[src/rtl/cdb_broadcaster_pkg.sv]
// Shared definitions for the CDB broadcaster: None tag, payload field widths
// and the source encodings used on cdb_src.
package cdb_broadcaster_pkg;

    localparam int VAL_W    = 32;
    localparam int ADDR_W   = 32;
    localparam int NONE_TAG = 0;

    typedef enum logic {
        SRC_ALU = 1'b0,
        SRC_LSB = 1'b1
    } src_e;

    // A FIFO of DEPTH entries needs one extra count bit to represent "full".
    function automatic int cnt_width(input int depth);
        return $clog2(depth) + 1;
    endfunction

endpackage

[src/rtl/cdb_broadcaster_result_fifo.sv]
// Per-source result queue holding {tag, val, addr}; pauses on rdy_in low,
// clears on flush or reset.
module result_fifo
    import cdb_broadcaster_pkg::*;
#(
    parameter int DEPTH = 4,
    parameter int PAY_W = 68,
    parameter int CNT_W = cnt_width(DEPTH)
) (
    input  logic             clk_in,
    input  logic             rst_in,
    input  logic             rdy_in,
    input  logic             flush,
    input  logic             push,
    input  logic [PAY_W-1:0] push_data,
    input  logic             pop,
    output logic [PAY_W-1:0] head,
    output logic [CNT_W-1:0] count
);

    localparam int PTR_W = $clog2(DEPTH);

    logic [PAY_W-1:0] mem [DEPTH];
    logic [PTR_W-1:0] rd_ptr;
    logic [PTR_W-1:0] wr_ptr;
    logic             step_ok;
    logic             push_ok;
    logic             pop_ok;

    assign step_ok = rst_in & rdy_in & ~flush;
    assign push_ok = step_ok & push & (count != CNT_W'(DEPTH));
    assign pop_ok  = step_ok & pop & (count != '0);
    assign head    = mem[rd_ptr];

    // Pointers wrap naturally because DEPTH is a power of two.
    always_ff @(posedge clk_in) begin
        if (!rst_in) begin
            rd_ptr <= '0;
            wr_ptr <= '0;
            count  <= '0;
        end else if (rdy_in) begin
            if (flush) begin
                rd_ptr <= '0;
                wr_ptr <= '0;
                count  <= '0;
            end else begin
                if (push_ok) wr_ptr <= wr_ptr + PTR_W'(1);
                if (pop_ok)  rd_ptr <= rd_ptr + PTR_W'(1);
                if (push_ok && !pop_ok)      count <= count + CNT_W'(1);
                else if (!push_ok && pop_ok) count <= count - CNT_W'(1);
            end
        end
    end

    always_ff @(posedge clk_in) begin
        if (push_ok) mem[wr_ptr] <= push_data;
    end

endmodule

[src/rtl/cdb_broadcaster.sv]
// Common data bus driver: per-source result FIFOs with same-cycle bypass,
// a two-way round-robin arbiter and registered cdb_* outputs.
module cdb_broadcaster
    import cdb_broadcaster_pkg::*;
#(
    parameter int DEPTH = 4,
    parameter int TAG_W = 4
) (
    input  logic              clk_in,
    input  logic              rst_in,
    input  logic              rdy_in,
    input  logic              flush_in,
    input  logic              alu_valid,
    input  logic [TAG_W-1:0]  alu_tag,
    input  logic [VAL_W-1:0]  alu_val,
    input  logic [ADDR_W-1:0] alu_addr,
    output logic              alu_ready,
    input  logic              lsb_valid,
    input  logic [TAG_W-1:0]  lsb_tag,
    input  logic [VAL_W-1:0]  lsb_val,
    input  logic [ADDR_W-1:0] lsb_addr,
    output logic              lsb_ready,
    output logic              cdb_active,
    output logic [TAG_W-1:0]  cdb_tag,
    output logic [VAL_W-1:0]  cdb_val,
    output logic [ADDR_W-1:0] cdb_addr,
    output logic              cdb_src
);

    localparam int PAY_W = TAG_W + VAL_W + ADDR_W;
    localparam int CNT_W = cnt_width(DEPTH);

    logic [CNT_W-1:0] alu_cnt;
    logic [CNT_W-1:0] lsb_cnt;
    logic [PAY_W-1:0] alu_head;
    logic [PAY_W-1:0] lsb_head;

    logic             go_p0;
    logic             alu_live_p0;
    logic             lsb_live_p0;
    logic             alu_empty_p0;
    logic             lsb_empty_p0;
    logic             alu_cand_p0;
    logic             lsb_cand_p0;
    logic [PAY_W-1:0] alu_pay_p0;
    logic [PAY_W-1:0] lsb_pay_p0;
    logic [PAY_W-1:0] win_pay_p0;
    src_e             win_p0;
    logic             grant_p0;
    logic             alu_pop_p0;
    logic             lsb_pop_p0;
    logic             alu_push_p0;
    logic             lsb_push_p0;

    logic              vld_p1;
    logic [TAG_W-1:0]  tag_p1;
    logic [VAL_W-1:0]  val_p1;
    logic [ADDR_W-1:0] addr_p1;
    src_e              src_p1;
    src_e              last_grant_p1;

    // ---- stage p0: acceptance, candidate selection and arbitration ----
    assign go_p0     = rst_in & rdy_in & ~flush_in;
    assign alu_ready = rst_in & (alu_cnt < CNT_W'(DEPTH));
    assign lsb_ready = rst_in & (lsb_cnt < CNT_W'(DEPTH));

    // A transfer with the None tag is consumed here and never becomes live.
    assign alu_live_p0 = go_p0 & alu_valid & alu_ready & (alu_tag != TAG_W'(NONE_TAG));
    assign lsb_live_p0 = go_p0 & lsb_valid & lsb_ready & (lsb_tag != TAG_W'(NONE_TAG));

    assign alu_empty_p0 = (alu_cnt == '0);
    assign lsb_empty_p0 = (lsb_cnt == '0);
    assign alu_cand_p0  = ~alu_empty_p0 | alu_live_p0;
    assign lsb_cand_p0  = ~lsb_empty_p0 | lsb_live_p0;

    assign alu_pay_p0 = alu_empty_p0 ? {alu_tag, alu_val, alu_addr} : alu_head;
    assign lsb_pay_p0 = lsb_empty_p0 ? {lsb_tag, lsb_val, lsb_addr} : lsb_head;

    always_comb begin
        win_p0 = SRC_ALU;
        if (alu_cand_p0 && lsb_cand_p0)
            win_p0 = (last_grant_p1 == SRC_LSB) ? SRC_ALU : SRC_LSB;
        else if (lsb_cand_p0)
            win_p0 = SRC_LSB;
    end

    assign grant_p0   = go_p0 & (alu_cand_p0 | lsb_cand_p0);
    assign win_pay_p0 = (win_p0 == SRC_ALU) ? alu_pay_p0 : lsb_pay_p0;

    // A winning bypass skips its FIFO; a losing one (or one behind a head) queues.
    assign alu_pop_p0  = grant_p0 & (win_p0 == SRC_ALU) & ~alu_empty_p0;
    assign lsb_pop_p0  = grant_p0 & (win_p0 == SRC_LSB) & ~lsb_empty_p0;
    assign alu_push_p0 = alu_live_p0 & ~(grant_p0 & (win_p0 == SRC_ALU) & alu_empty_p0);
    assign lsb_push_p0 = lsb_live_p0 & ~(grant_p0 & (win_p0 == SRC_LSB) & lsb_empty_p0);

    result_fifo #(
        .DEPTH (DEPTH),
        .PAY_W (PAY_W),
        .CNT_W (CNT_W)
    ) u_alu_fifo (
        .clk_in    (clk_in),
        .rst_in    (rst_in),
        .rdy_in    (rdy_in),
        .flush     (flush_in),
        .push      (alu_push_p0),
        .push_data ({alu_tag, alu_val, alu_addr}),
        .pop       (alu_pop_p0),
        .head      (alu_head),
        .count     (alu_cnt)
    );

    result_fifo #(
        .DEPTH (DEPTH),
        .PAY_W (PAY_W),
        .CNT_W (CNT_W)
    ) u_lsb_fifo (
        .clk_in    (clk_in),
        .rst_in    (rst_in),
        .rdy_in    (rdy_in),
        .flush     (flush_in),
        .push      (lsb_push_p0),
        .push_data ({lsb_tag, lsb_val, lsb_addr}),
        .pop       (lsb_pop_p0),
        .head      (lsb_head),
        .count     (lsb_cnt)
    );

    // ---- stage p1: registered broadcast ----
    always_ff @(posedge clk_in) begin
        if (!rst_in) begin
            vld_p1        <= 1'b0;
            tag_p1        <= '0;
            val_p1        <= '0;
            addr_p1       <= '0;
            src_p1        <= SRC_ALU;
            last_grant_p1 <= SRC_LSB;
        end else if (rdy_in) begin
            if (flush_in) begin
                vld_p1        <= 1'b0;
                last_grant_p1 <= SRC_LSB;
            end else if (grant_p0) begin
                vld_p1                    <= 1'b1;
                {tag_p1, val_p1, addr_p1} <= win_pay_p0;
                src_p1                    <= win_p0;
                last_grant_p1             <= win_p0;
            end else begin
                vld_p1 <= 1'b0;
            end
        end
    end

    assign cdb_active = vld_p1;
    assign cdb_tag    = tag_p1;
    assign cdb_val    = val_p1;
    assign cdb_addr   = addr_p1;
    assign cdb_src    = src_p1;

endmodule

[config.mk]
export PLATFORM = sky130hd
export DESIGN_NAME = cdb_broadcaster
export DESIGN_NICKNAME = d
export VERILOG_FILES = /design/src/rtl/cdb_broadcaster_pkg.sv /design/src/rtl/cdb_broadcaster_result_fifo.sv /design/src/rtl/cdb_broadcaster.sv
export SDC_FILE = /design/constraint.sdc
export NUM_CORES = 1
export LEC_CHECK = 0
export CAP_MARGIN = 40
export CORE_MARGIN = 2
export CORE_UTILIZATION = 39
export CTS_BUF_LIST = sky130_fd_sc_hd__clkbuf_16
export DETAILED_ROUTE_END_ITERATION = 7
export HOLD_SLACK_MARGIN = 0.1
export PLACE_DENSITY_LB_ADDON = 0.08
export SETUP_SLACK_MARGIN = 0.1
export SYNTH_ARGS = -nofsm -noshare
export SYNTH_HDL_FRONTEND = slang
export SYNTH_SLANG_ARGS = --single-unit
export TNS_END_PERCENT = 1
[constraint.sdc]
create_clock -name clk_in -period 16.4 [get_ports clk_in]
set_clock_uncertainty 0.15 [all_clocks]
set_input_delay 3.28 -clock clk_in [delete_from_list [all_inputs] [get_ports clk_in]]
set_output_delay 3.28 -clock clk_in [all_outputs]
set_load 0.01 [all_outputs]
Word level (Yosys, flattened, before mapping)
Memories as Yosys holds them, arrays and structs flattened. A register that Yosys moved wholly into a read port is not among the register bits.
Cells that the tools add are included.
{"block": "word_totals", "memories": 2, "ff_bits": 85, "mem_bits_rw": 544, "wordCells": 124, "input_bits": 142, "output_inout_bits": 72}
{"block": "op_classes", "add_sub_neg": 8, "n_mux": 32, "reduce_logical": 30, "eq_ne": 2, "n_lt_le_gt_ge": 2, "bitwise": 36}
{"memory": "u_alu_fifo.mem", "words": 4, "width": 68, "read_ports": 1, "rd_clocked_by_memory_dff": 1, "write_ports": 1, "line_no": "cdb_broadcaster_result_fifo.sv:23", "text": "logic [PAY_W-1:0] mem [DEPTH];"}
{"memory": "u_lsb_fifo.mem", "words": 4, "width": 68, "read_ports": 1, "rd_clocked_by_memory_dff": 1, "write_ports": 1, "line_no": "cdb_broadcaster_result_fifo.sv:23"}
{"op": "$mux 68", "count": 3}
{"op": "$and 1x1->1", "count": 27}
{"op": "$mux 2", "count": 12}
{"op": "$mux 3", "count": 6}
{"op": "$reduce_and 2->1", "count": 7}
{"op": "$reduce_bool 3->1", "count": 4}
{"op": "$mux 1", "count": 11}
{"op": "$reduce_bool 2->1", "count": 5}
{"op": "$add 2x1->2 const B", "count": 4}
{"op": "$reduce_bool 4->1", "count": 2}
{"op": "$add 3x1->3 const B", "count": 2}
{"op": "$logic_not 3->1", "count": 2}
{"op": "$lt 3x3->1 const B", "count": 2}
{"op": "$ne 3x3->1 const B", "count": 2}
{"op": "$not 1->1", "count": 6}
{"op": "$sub 3x1->3 const B", "count": 2}
{"op": "$logic_and 1x1->1", "count": 5}
{"op": "$logic_not 1->1", "count": 4}
{"op": "$or 1x1->1", "count": 3}
{"op": "$reduce_and 3->1", "count": 1}

Longest topological paths before layout
Gate-level depths: netlist of the first run.
{"block": "depth", "ltp_word": 20, "depth_mapped": 10, "ltp_nobuf": 8}

By module
From an unflattened synthesis of the first run, not the netlist that was laid out.
{"block": "hier_totals", "hier_cells": 1355, "hier_area_um2": 25460.7}
{"module": "result_fifo", "area_each_um2": 10375.0, "instances": 2, "cells_per_inst": 427}
{"module": "cdb_broadcaster", "area_each_um2": 4710.8, "instances": 1, "cells_per_inst": 501}

Worst setup path before layout of the first run
OpenSTA, ideal clock, no wires.
{"block": "synth_timing", "kind": "input-to-reg", "startpoint": "input rst_in", "endpoint": "memory u_alu_fifo.mem[0][0], enable pin", "t_arrival_ns": 7.332, "path_stages": 5, "path_buffers": 1, "path_slack_ns": 8.415, "setup_ns": 0.503, "required_time_ns": 15.747, "path_cell_list": "clkbuf_1 -> nand3b_1 -> a2111oi_2 -> a21oi_1 -> nor2b_1"}
{"block": "synth_via", "elab_chain_cells": 17, "word_cells_on_any_way": 26, "classes_between": "mux (4); bitwise (21); reduce/logical (1)"}
{"element": "start: declaration", "line_no": "cdb_broadcaster.sv:10", "text": "input logic rst_in,"}
{"element": "$and 1x1->1 (2 in a row)", "line_no": "cdb_broadcaster_result_fifo.sv:30, cdb_broadcaster.sv:63"}
{"element": "$and 1x1->1, on equally long branches (3 in a row)", "line_no": "cdb_broadcaster.sv:69, cdb_broadcaster.sv:68"}
{"element": "$or 1x1->1, on equally long branches", "line_no": "cdb_broadcaster.sv:74, cdb_broadcaster.sv:73"}
{"element": "$mux 1 / $logic_and 1x1->1 (equally long branches)", "line_no": "cdb_broadcaster.sv:83, cdb_broadcaster.sv:81"}
{"element": "$mux 1", "line_no": "cdb_broadcaster.sv:81", "text": "if (alu_cand_p0 && lsb_cand_p0)"}
{"element": "$not 1->1", "line_no": "cdb_broadcaster.sv:93", "text": "assign alu_push_p0 = alu_live_p0 & ~(grant_p0 & (win_p0 == SRC_ALU) & alu_empty_p0);"}
{"element": "$and 1x1->1 (2 in a row)", "line_no": "cdb_broadcaster.sv:93"}
{"element": "$not 1->1", "line_no": "cdb_broadcaster.sv:93"}
{"element": "$and 1x1->1", "line_no": "cdb_broadcaster.sv:93"}
{"element": "$and 1x1->1 (*) (2 in a row)", "line_no": "cdb_broadcaster_result_fifo.sv:31", "text": "assign push_ok = step_ok & push & (count != CNT_W'(DEPTH));"}
{"element": "$mux 1 (*)", "line_no": "cdb_broadcaster_result_fifo.sv:56", "text": "if (push_ok) mem[wr_ptr] <= push_data;"}
{"element": "$mux 1 (not written as such) (*)", "line_no": "cdb_broadcaster_result_fifo.sv:56"}
{"element": "end: declaration", "line_no": "cdb_broadcaster_result_fifo.sv:23"}
Every way passes the cells marked *; elsewhere a longest branch is shown, timed or not.

Final worst setup path of the first run
{"block": "layout_timing", "startpoint": "input rst_in", "endpoint": "output alu_ready"}
{"block": "layout_via", "elab_chain_cells": 1}
{"element": "$and 1x1->1", "line_no": "cdb_broadcaster.sv:64", "text": "assign alu_ready = rst_in & (alu_cnt < CNT_W'(DEPTH));"}
{"element": "end: declaration", "line_no": "cdb_broadcaster.sv:17", "text": "output logic alu_ready,"}
No other way between the ends.

==> run summary, run 1 <==
ROUTING
----------------------------------------------------------------------------------------
Detailed-route via count ..................................................       13,943
Average wire length per cell after detail routing .........................      26.6 µm
Number of search-and-repair iterations in the first detailed-routing pass .            5
Antenna Violating Nets Remaining ..........................................            0
Wirelength, routed ........................................................    67,000 µm
Number of DRC violations after detailed-routing iteration 0 ...............        1,025
DRC violations left .......................................................            0
Via-to-Cell Ratio .........................................................         5.53

WORST SETUP PATH
----------------------------------------------------------------------------------------
Critical Path Fanout Max ..................................................           37
Family with the most delay on the worst path .............................. buffers and inverters
Crit path arrival time ....................................................      4.56 ns
Kind of end point of the critical path ....................................   output pin
Category of the most critical setup path ..................................    in -> out
Crit Reg-Reg Endpoint ..................................................... cdb_val[2]$_SDFFE_PN0P_
Flop2flop setup slack .....................................................     12.74 ns
Total buffers and inverters traversed by the critical path ................            2
Number of cells traversed by the worst register-to-register path ..........            9
Slowest cell on the critical path ......................................... sky130_fd_sc_hd__clkdlybuf4s50_1
Required time of the critical path ........................................     12.97 ns
List of cells traversed by the critical path .............................. buf_4 -> nor2b_1 -> clkdlybuf4s50_1
Startpoint type of the worst setup path ...................................    input pin
Critical Path Max Stage Delay .............................................      0.57 ns
Reg-to-reg startpoint ..................................................... u_alu_fifo.count[2]$_SDFFE_PN0P_

CLOCK TREE
----------------------------------------------------------------------------------------
Count of clock tree sinks .................................................          633
Total clock buffers created by CTS ........................................           71
Postcts setup bufs ........................................................            0
Clock transition at the registers of the reported paths ...................      0.06 ns
Clock tree from TritonCTS .................................................        built
Clock Root Buffer ......................................................... sky130_fd_sc_hd__clkbuf_16
Source-to-sink clock delay at the later pin of the worst-skew pair ........      0.61 ns
CTS Hold Buffers Added ....................................................            0
Buffer depth of the longest clock path ....................................            3
Post-CTS resize count .....................................................            0
# H-tree levels ...........................................................            3

YOSYS
----------------------------------------------------------------------------------------
Combined area of all synthesized cells ....................................   0.0250 mm²
Mean instance size in the synthesized netlist .............................     17.9 µm²
Mapped Nets ...............................................................        1,547
Top area cells in the synthesized netlist ................................. sky130_fd_sc_hd__edfxtp_1 (65%), sky130_fd_sc_hd__mux4_2 (12%), sky130_fd_sc_hd__dfxtp_1 (7.1%)
Area leader, netlist ...................................................... sky130_fd_sc_hd__edfxtp_1
Prevailing post-synth register cell ....................................... sky130_fd_sc_hd__edfxtp_1
Most repeated cell in the gate-level netlist after synthesis .............. sky130_fd_sc_hd__edfxtp_1
Synth cell types ..........................................................           46
Area share of the largest cell type after synthesis .......................        65.5%
Cells after Synth .........................................................        1,395
Sequential cell area fraction in the yosys report .........................        72.6%
Number of synthesized register bits .......................................          633
Cell types with the highest counts after synthesis ........................ sky130_fd_sc_hd__edfxtp_1 (544), sky130_fd_sc_hd__nand2_1 (141), sky130_fd_sc_hd__mux4_2 (136)
Number of warnings reported in the yosys synthesis log ....................            0
Number of flops mapped to enable cells by yosys ...........................          544
FFs w/ async S/R, synth ...................................................           0%

JOB
----------------------------------------------------------------------------------------
Max-cap check violation count .............................................            0

DIE
----------------------------------------------------------------------------------------
Die area ..................................................................   0.0660 mm²
Initial Utilization .......................................................        39.5%
Chip width ................................................................       257 µm
Cell row count ............................................................           92
I/O Pins ..................................................................          214
Core region area ..........................................................   0.0632 mm²
Chip height ...............................................................       257 µm

PWR
----------------------------------------------------------------------------------------
Power Density .............................................................   113 mW/mm²
Leak pwr ..................................................................      10.1 nW
PnR Total Power ...........................................................      3.43 mW
Worst-case vdd ir drop ....................................................    0.0584 mV

TIMING
----------------------------------------------------------------------------------------
Unrepaired setup endpoints after global routing ...........................        false
Fin Setup TNS .............................................................         0 ns
Fmax ......................................................................      125 MHz
Final-report hold violation count .........................................            0
Setup violations, final ...................................................            0
Worst relative slew slack .................................................        43.2%
Post-layout minimum cycle time ............................................      7.99 ns
Part of the cycle the worst path needs ....................................        48.7%
Slew at the pin closest to its max-slew limit .............................     0.852 ns
Number of max-slew violations in the final report .........................            0

GRT
----------------------------------------------------------------------------------------
Via count of the first global-routing pass ................................       14,784
Initial antenna violation count ...........................................            7
Total routing usage reported by global routing ............................        20.4%
Aggregate global routing overflow .........................................            0
Pin count of the biggest net entering global routing ......................           54
Global-route wire length before repair ....................................    99,300 µm

MIN PATH
----------------------------------------------------------------------------------------
Kind of path behind the tightest hold check ...............................   reg -> reg
Hold Path Stages ..........................................................            2
Hold wc startpoint ........................................................ u_lsb_fifo.rd_ptr[1]$_SDFFE_PN0N_

FINISH
----------------------------------------------------------------------------------------
Non-Filler Cell Area, Final ...............................................   0.0305 mm²
Ratio of cells with drive above 1 in the final layout .....................        16.7%
Area growth from synthesis to layout ......................................        22.2%
Number of nets in the final layout ........................................        1,768
Utilization after layout ..................................................        48.3%

PLACE
----------------------------------------------------------------------------------------
Final weighted congestion of routability-driven global placement ..........        0.755
Post-DP Area ..............................................................   0.0282 mm²
Hpwl dp ...................................................................    38,400 µm
Buffers added on ports ....................................................          213

OUTCOME
----------------------------------------------------------------------------------------
Run status ................................................................    completed

-- flip-flops by register name (all words and copies together) (netlist names), named ones only --
register           count
u_lsb_fifo.count       3
cdb_val               32
u_alu_fifo.wr_ptr      2
u_alu_fifo.rd_ptr      2
cdb_active             1
cdb_src                1
cdb_tag                4
u_alu_fifo.mem       272
cdb_addr              32
last_grant_p1          1
u_alu_fifo.count       3
u_lsb_fifo.wr_ptr      2
u_lsb_fifo.mem       272
u_lsb_fifo.rd_ptr      2
-- power breakdown --
group / switching (mW) / total, mW / internal (mW)
clock network: 0.630 / 1.54 / 0.910
registers: 0.00623 / 1.76 / 1.76
logic: 0.0697 / 0.131 / 0.0616
-- worst max path at each step --
stage,endpoint,from,cells past startpoint,slack [ns]
after floorplan,u_alu_fifo.mem[0][0]$_DFFE_PP_,rst_in,5,8.42
after global placement,alu_ready,rst_in,3,8.41
after detailed placement,alu_ready,rst_in,3,8.39
after CTS,alu_ready,rst_in,3,8.39
after global routing,alu_ready,rst_in,3,8.35
final,alu_ready,rst_in,3,8.41
-- metrics by stage --
step                cells  hold slack, ns  setup slack [ns]
finish               2522           0.373              8.41
global route         2521           0.410              8.35
floorplan            1395           0.319              8.42
global placement     2376           0.319              8.41
detailed placement   2389           0.352              8.39
CTS                  2519           0.368              8.39
-- worst reg2reg max path, cell delays in order (launching register included) --
cell and delay [ns]:
sky130_fd_sc_hd__dfxtp_1 0.42, sky130_fd_sc_hd__or3_2 0.65, sky130_fd_sc_hd__buf_12 0.23, sky130_fd_sc_hd__a22oi_4 0.22
sky130_fd_sc_hd__buf_4 0.34, sky130_fd_sc_hd__buf_16 0.32, sky130_fd_sc_hd__and2_4 0.58, sky130_fd_sc_hd__buf_16 0.33
sky130_fd_sc_hd__a22o_1 0.21, sky130_fd_sc_hd__o31a_1 0.13
-- logic make-up (layout without fill, tap and decap cells) --
| kind of cell | count (synthesis) | after routing | share of synthesized area [%] |
|---|---|---|---|
| other cells | 0 | 3 | 0 |
| simple gates | 269 | 269 | 5.31 |
| compound gates | 235 | 235 | 7.20 |
| mux | 139 | 139 | 12.4 |
| flops | 633 | 633 | 72.6 |
| xor+xnor | 1 | 1 | 0.0351 |
| fa+ha+maj | 10 | 10 | 0.562 |
| buf+inv | 108 | 386 | 1.90 |
-- layout make-up --
class                           count  area, µm²
Antenna cell                        3       7.51
Clock buffer                       76       1900
Clock inverter                     54        362
Fill cell                        5285      32700
Inverter                           10       37.5
Multi-Input combinational cell    654       6430
Sequential cell                   633      18100
Tap cell                          846       1060
Timing Repair Buffer              246       2560
-- per-layer routing --
| layer | routed length, µm | part of all wire (%) | global-route usage, % | vias up |
|---|---|---|---|---|
| met4 | 1220 | 1.8 | 5.72 | 6 |
| li1 | - | - | - | 6075 |
| met1 | 29100 | 43 | 27.6 | 7380 |
| met5 | 38 | 0.057 | 0 | - |
| met2 | 32500 | 49 | 33.2 | 395 |
| met3 | 4040 | 6.0 | 4.66 | 87 |
-- cell usage in the layout, fill, tap and decap left out, types with 3 or more instances in the layout --
master                            instances
sky130_fd_sc_hd__nand2_1                141
sky130_fd_sc_hd__clkinv_2                 5
sky130_fd_sc_hd__a21boi_0                 3
sky130_fd_sc_hd__o31a_1                  69
sky130_fd_sc_hd__bufinv_16                5
sky130_fd_sc_hd__nor2b_4                  4
sky130_fd_sc_hd__buf_4                   22
sky130_fd_sc_hd__nand2b_1                 5
sky130_fd_sc_hd__and2_1                   3
sky130_fd_sc_hd__buf_12                   7
sky130_fd_sc_hd__clkinv_1                20
sky130_fd_sc_hd__clkdlybuf4s50_1        212
sky130_fd_sc_hd__edfxtp_1               544
sky130_fd_sc_hd__mux2i_1                  3
sky130_fd_sc_hd__nor2_1                   8
sky130_fd_sc_hd__nand3b_1                 4
sky130_fd_sc_hd__mux4_2                 136
sky130_fd_sc_hd__clkbuf_16               76
sky130_fd_sc_hd__dfxtp_4                  4
sky130_fd_sc_hd__and2_4                   5
sky130_fd_sc_hd__ha_1                     8
sky130_fd_sc_hd__and3_1                  73
sky130_fd_sc_hd__o21a_1                   6
sky130_fd_sc_hd__nor3_1                   5
sky130_fd_sc_hd__nand3_1                  3
sky130_fd_sc_hd__o21ai_0                  3
sky130_fd_sc_hd__a22o_1                  67
sky130_fd_sc_hd__nor2b_1                  3
sky130_fd_sc_hd__dfxtp_1                 85
sky130_fd_sc_hd__a21oi_1                 74
sky130_fd_sc_hd__nor4_1                   3
sky130_fd_sc_hd__buf_16                   5
sky130_fd_sc_hd__inv_1                   31
sky130_fd_sc_hd__diode_2                  3
(Power assumes the default switching activity.)
==> inputs of run 2 (changes only) <==
==> constraint.sdc (replaced) <==
create_clock -name clk_in -period 6.71 [get_ports clk_in]
set_clock_uncertainty 0.15 [all_clocks]
set_input_delay 1.342 -clock clk_in [delete_from_list [all_inputs] [get_ports clk_in]]
set_output_delay 1.342 -clock clk_in [all_outputs]
set_load 0.01 [all_outputs]
==> run 2 against run 1 <==
  * Sequential power is 140% higher
  * Largest power group unchanged
  * Via count is 1.5% lower
  * Worst setup slack worse by 6.4 ns
  * Core utilization is 0.28 points lower
  * Critical endpoint is now lsb_ready
==> run summary, run 2 (synthesis gave the netlist of run 1 again) <==
DIE
----------------------------------------------------------------------------------------
Cell row count ............................................................           92   unchanged
Core region area ..........................................................   0.0632 mm²   unchanged
Initial Utilization .......................................................        39.5%   unchanged
Chip height ...............................................................       257 µm   unchanged
Chip width ................................................................       257 µm   unchanged
Die area ..................................................................   0.0660 mm²   unchanged
I/O Pins ..................................................................          214   unchanged

CLOCK TREE
----------------------------------------------------------------------------------------
CTS Hold Buffers Added ....................................................            0   unchanged
Clock Root Buffer ......................................................... sky130_fd_sc_hd__clkbuf_16
Total clock buffers created by CTS ........................................           68   -4.2%
Source-to-sink clock delay at the later pin of the worst-skew pair ........      0.59 ns   -0.02 ns
Postcts setup bufs ........................................................            0   unchanged
# H-tree levels ...........................................................            3   unchanged
Count of clock tree sinks .................................................          633   unchanged
Clock transition at the registers of the reported paths ...................      0.06 ns   about the same
Post-CTS resize count .....................................................            0   unchanged
Clock tree from TritonCTS .................................................        built
Buffer depth of the longest clock path ....................................            3   unchanged

FINISH
----------------------------------------------------------------------------------------
Number of antenna repair diodes ...........................................            0   -3
Number of nets in the final layout ........................................        1,769   +0.057%
Register area .............................................................   0.0181 mm²   unchanged
Commonest non-fill, non-tap cells in the layout ........................... sky130_fd_sc_hd__edfxtp_1 (544), sky130_fd_sc_hd__clkdlybuf4s50_1 (212), sky130_fd_sc_hd__nand2_1 (141)
Ratio of cells with drive above 1 in the final layout .....................        16.8%   +0.040 points
Most common cell after layout, fill and taps aside ........................ sky130_fd_sc_hd__edfxtp_1
Utilization after layout ..................................................        48.0%   -0.28 points
Multi-input gate area in the final layout .................................  0.00643 mm²   unchanged
Area growth from synthesis to layout ......................................        21.5%
Fill cells ................................................................        5,292   +0.13%
Largest registers in the final layout ..................................... u_alu_fifo.mem: 272 flops, u_lsb_fifo.mem: 272 flops

WORST SETUP PATH
----------------------------------------------------------------------------------------
Total buffers and inverters traversed by the critical path ................            3   +1
Family with the most delay on the worst path .............................. buffers and inverters
Category of the most critical setup path ..................................    in -> out
Startpoint type of the worst setup path ...................................    input pin
Critical path launch point ................................................       rst_in
Crit path arrival time ....................................................      3.25 ns   -1.31 ns
Critical Path Max Stage Delay .............................................      0.70 ns   +0.13 ns
Required time of the critical path ........................................      5.22 ns   -7.75 ns
List of cells traversed by the critical path .............................. buf_4 -> buf_4 -> nor2b_1 -> clkdlybuf4s50_1
Kind of end point of the critical path ....................................   output pin
Critical Path Fanout Max ..................................................           57   +54%
Most Frequent Cell on Critical Path ....................................... sky130_fd_sc_hd__buf_4
Reg-to-reg startpoint ..................................................... u_alu_fifo.count[2]$_SDFFE_PN0P_
Slowest cell on the critical path ......................................... sky130_fd_sc_hd__buf_4
Flop2flop setup slack .....................................................      3.41 ns   -9.33 ns

PWR
----------------------------------------------------------------------------------------
Leak pwr ..................................................................      10.0 nW   -0.65%
Worst-case vdd ir drop ....................................................     0.124 mV   +110%
Power Density .............................................................   267 mW/mm²   +140%
PnR Total Power ...........................................................      8.09 mW   +140%

TIMING
----------------------------------------------------------------------------------------
Final-report hold violation count .........................................            0   unchanged
Unrepaired setup endpoints after global routing ...........................        false
Fin Setup TNS .............................................................         0 ns   unchanged
Worst relative slew slack .................................................        41.8%   -1.5 points
WHS .......................................................................     0.375 ns   +0.00201 ns
Part of the cycle the worst path needs ....................................        70.6%
Number of max-slew violations in the final report .........................            0   unchanged
Slew at the pin closest to its max-slew limit .............................     0.873 ns   +0.0218 ns
Post-layout minimum cycle time ............................................      4.74 ns
Fmax ......................................................................      211 MHz
Setup violations, final ...................................................            0   unchanged

GRT
----------------------------------------------------------------------------------------
Initial antenna violation count ...........................................            0   -7
Global-route wire length before repair ....................................    98,200 µm   -1.1%
Aggregate global routing overflow .........................................            0   unchanged
Pin count of the biggest net entering global routing ......................           58   +7.4%
Via count of the first global-routing pass ................................       14,583   -1.4%
Total routing usage reported by global routing ............................        20.2%   -0.26 points

ROUTING
----------------------------------------------------------------------------------------
Number of DRC violations after detailed-routing iteration 0 ...............          977   -4.7%
Via-to-Cell Ratio .........................................................         5.46   -1.2%
Number of search-and-repair iterations in the first detailed-routing pass .            5   unchanged
Detailed-route via count ..................................................       13,739   -1.5%
Average wire length per cell after detail routing .........................      26.3 µm   -1.0%
DRC violations left .......................................................            0   unchanged
Antenna Violating Nets Remaining ..........................................            0   unchanged
Wirelength, routed ........................................................    66,100 µm   -1.3%

JOB
----------------------------------------------------------------------------------------
Max-cap check violation count .............................................            0   unchanged

MIN PATH
----------------------------------------------------------------------------------------
Hold wc startpoint ........................................................ u_lsb_fifo.rd_ptr[1]$_SDFFE_PN0N_
Kind of path behind the tightest hold check ...............................   reg -> reg

PLACE
----------------------------------------------------------------------------------------
Hpwl dp ...................................................................    39,700 µm   +3.4%
Final weighted congestion of routability-driven global placement ..........        0.743   -1.6%
Buffers added on ports ....................................................          213   unchanged

OUTCOME
----------------------------------------------------------------------------------------
Run status ................................................................    completed

run 2: cell count changes in the layout (fill, tap and decap cells not counted), moves of 3 or more:
cell and delta:
sky130_fd_sc_hd__clkinv_2 +6, sky130_fd_sc_hd__clkbuf_16 -3, sky130_fd_sc_hd__buf_4 +3, sky130_fd_sc_hd__clkinv_1 -4
sky130_fd_sc_hd__diode_2 -3, sky130_fd_sc_hd__bufinv_16 -4
run 2: power by group:
group / switching (mW) / internal [mW] / leakage [nW] / total [mW]
combinational: 0.171 / 0.149 / 3.31 / 0.320
sequential: 0.0158 / 4.29 / 5.62 / 4.31
clock: 1.48 / 1.98 / 1.09 / 3.46
run 2: path summary, 6_finish.rpt:
path	to	depth (start not counted)
worst max-delay path	lsb_ready	4
worst max register to register	u_lsb_fifo.mem[1][12]$_DFFE_PP_	6
worst min register to register	flop	2
worst min-delay path	flop	2
run 2: worst reg2reg max path, stage by stage, from the launching register on:
cell and delay, ns:
sky130_fd_sc_hd__dfxtp_1 0.38, sky130_fd_sc_hd__or3_2 0.55, sky130_fd_sc_hd__a22oi_4 0.65, sky130_fd_sc_hd__a21oi_1 0.36, sky130_fd_sc_hd__and2_4 0.41, sky130_fd_sc_hd__buf_12 0.23, sky130_fd_sc_hd__buf_4 0.29
run 2: per-layer routing:
layer | global-route usage [%] | wire [µm]
met2 | 33.5 | 32500
met1 | 27.6 | 29300
met3 | 3.70 | 3510
met5 | 0 | 0
met4 | 4.76 | 830
run 2: final cells by class:
class | count | area share (%)
clock buffers | 73 | 6.03
clock inverters | 49 | 0.739
inverters | 10 | 0.124
well taps | 846 | 3.49
multi-input cells | 654 | 21.2
repair buffers | 250 | 8.60
flip-flops and latches | 633 | 59.8
run 2: through the flow:
stage | cell area, µm² | setup WS, ns | cells
after CTS | 30300 | 1.90 | 2515
after global placement | 28000 | 1.60 | 2381
after global routing | 30300 | 1.85 | 2515
final | 30300 | 1.97 | 2515
after floorplan | 25000 | 0.663 | 1395
after detailed placement | 28300 | 1.66 | 2393
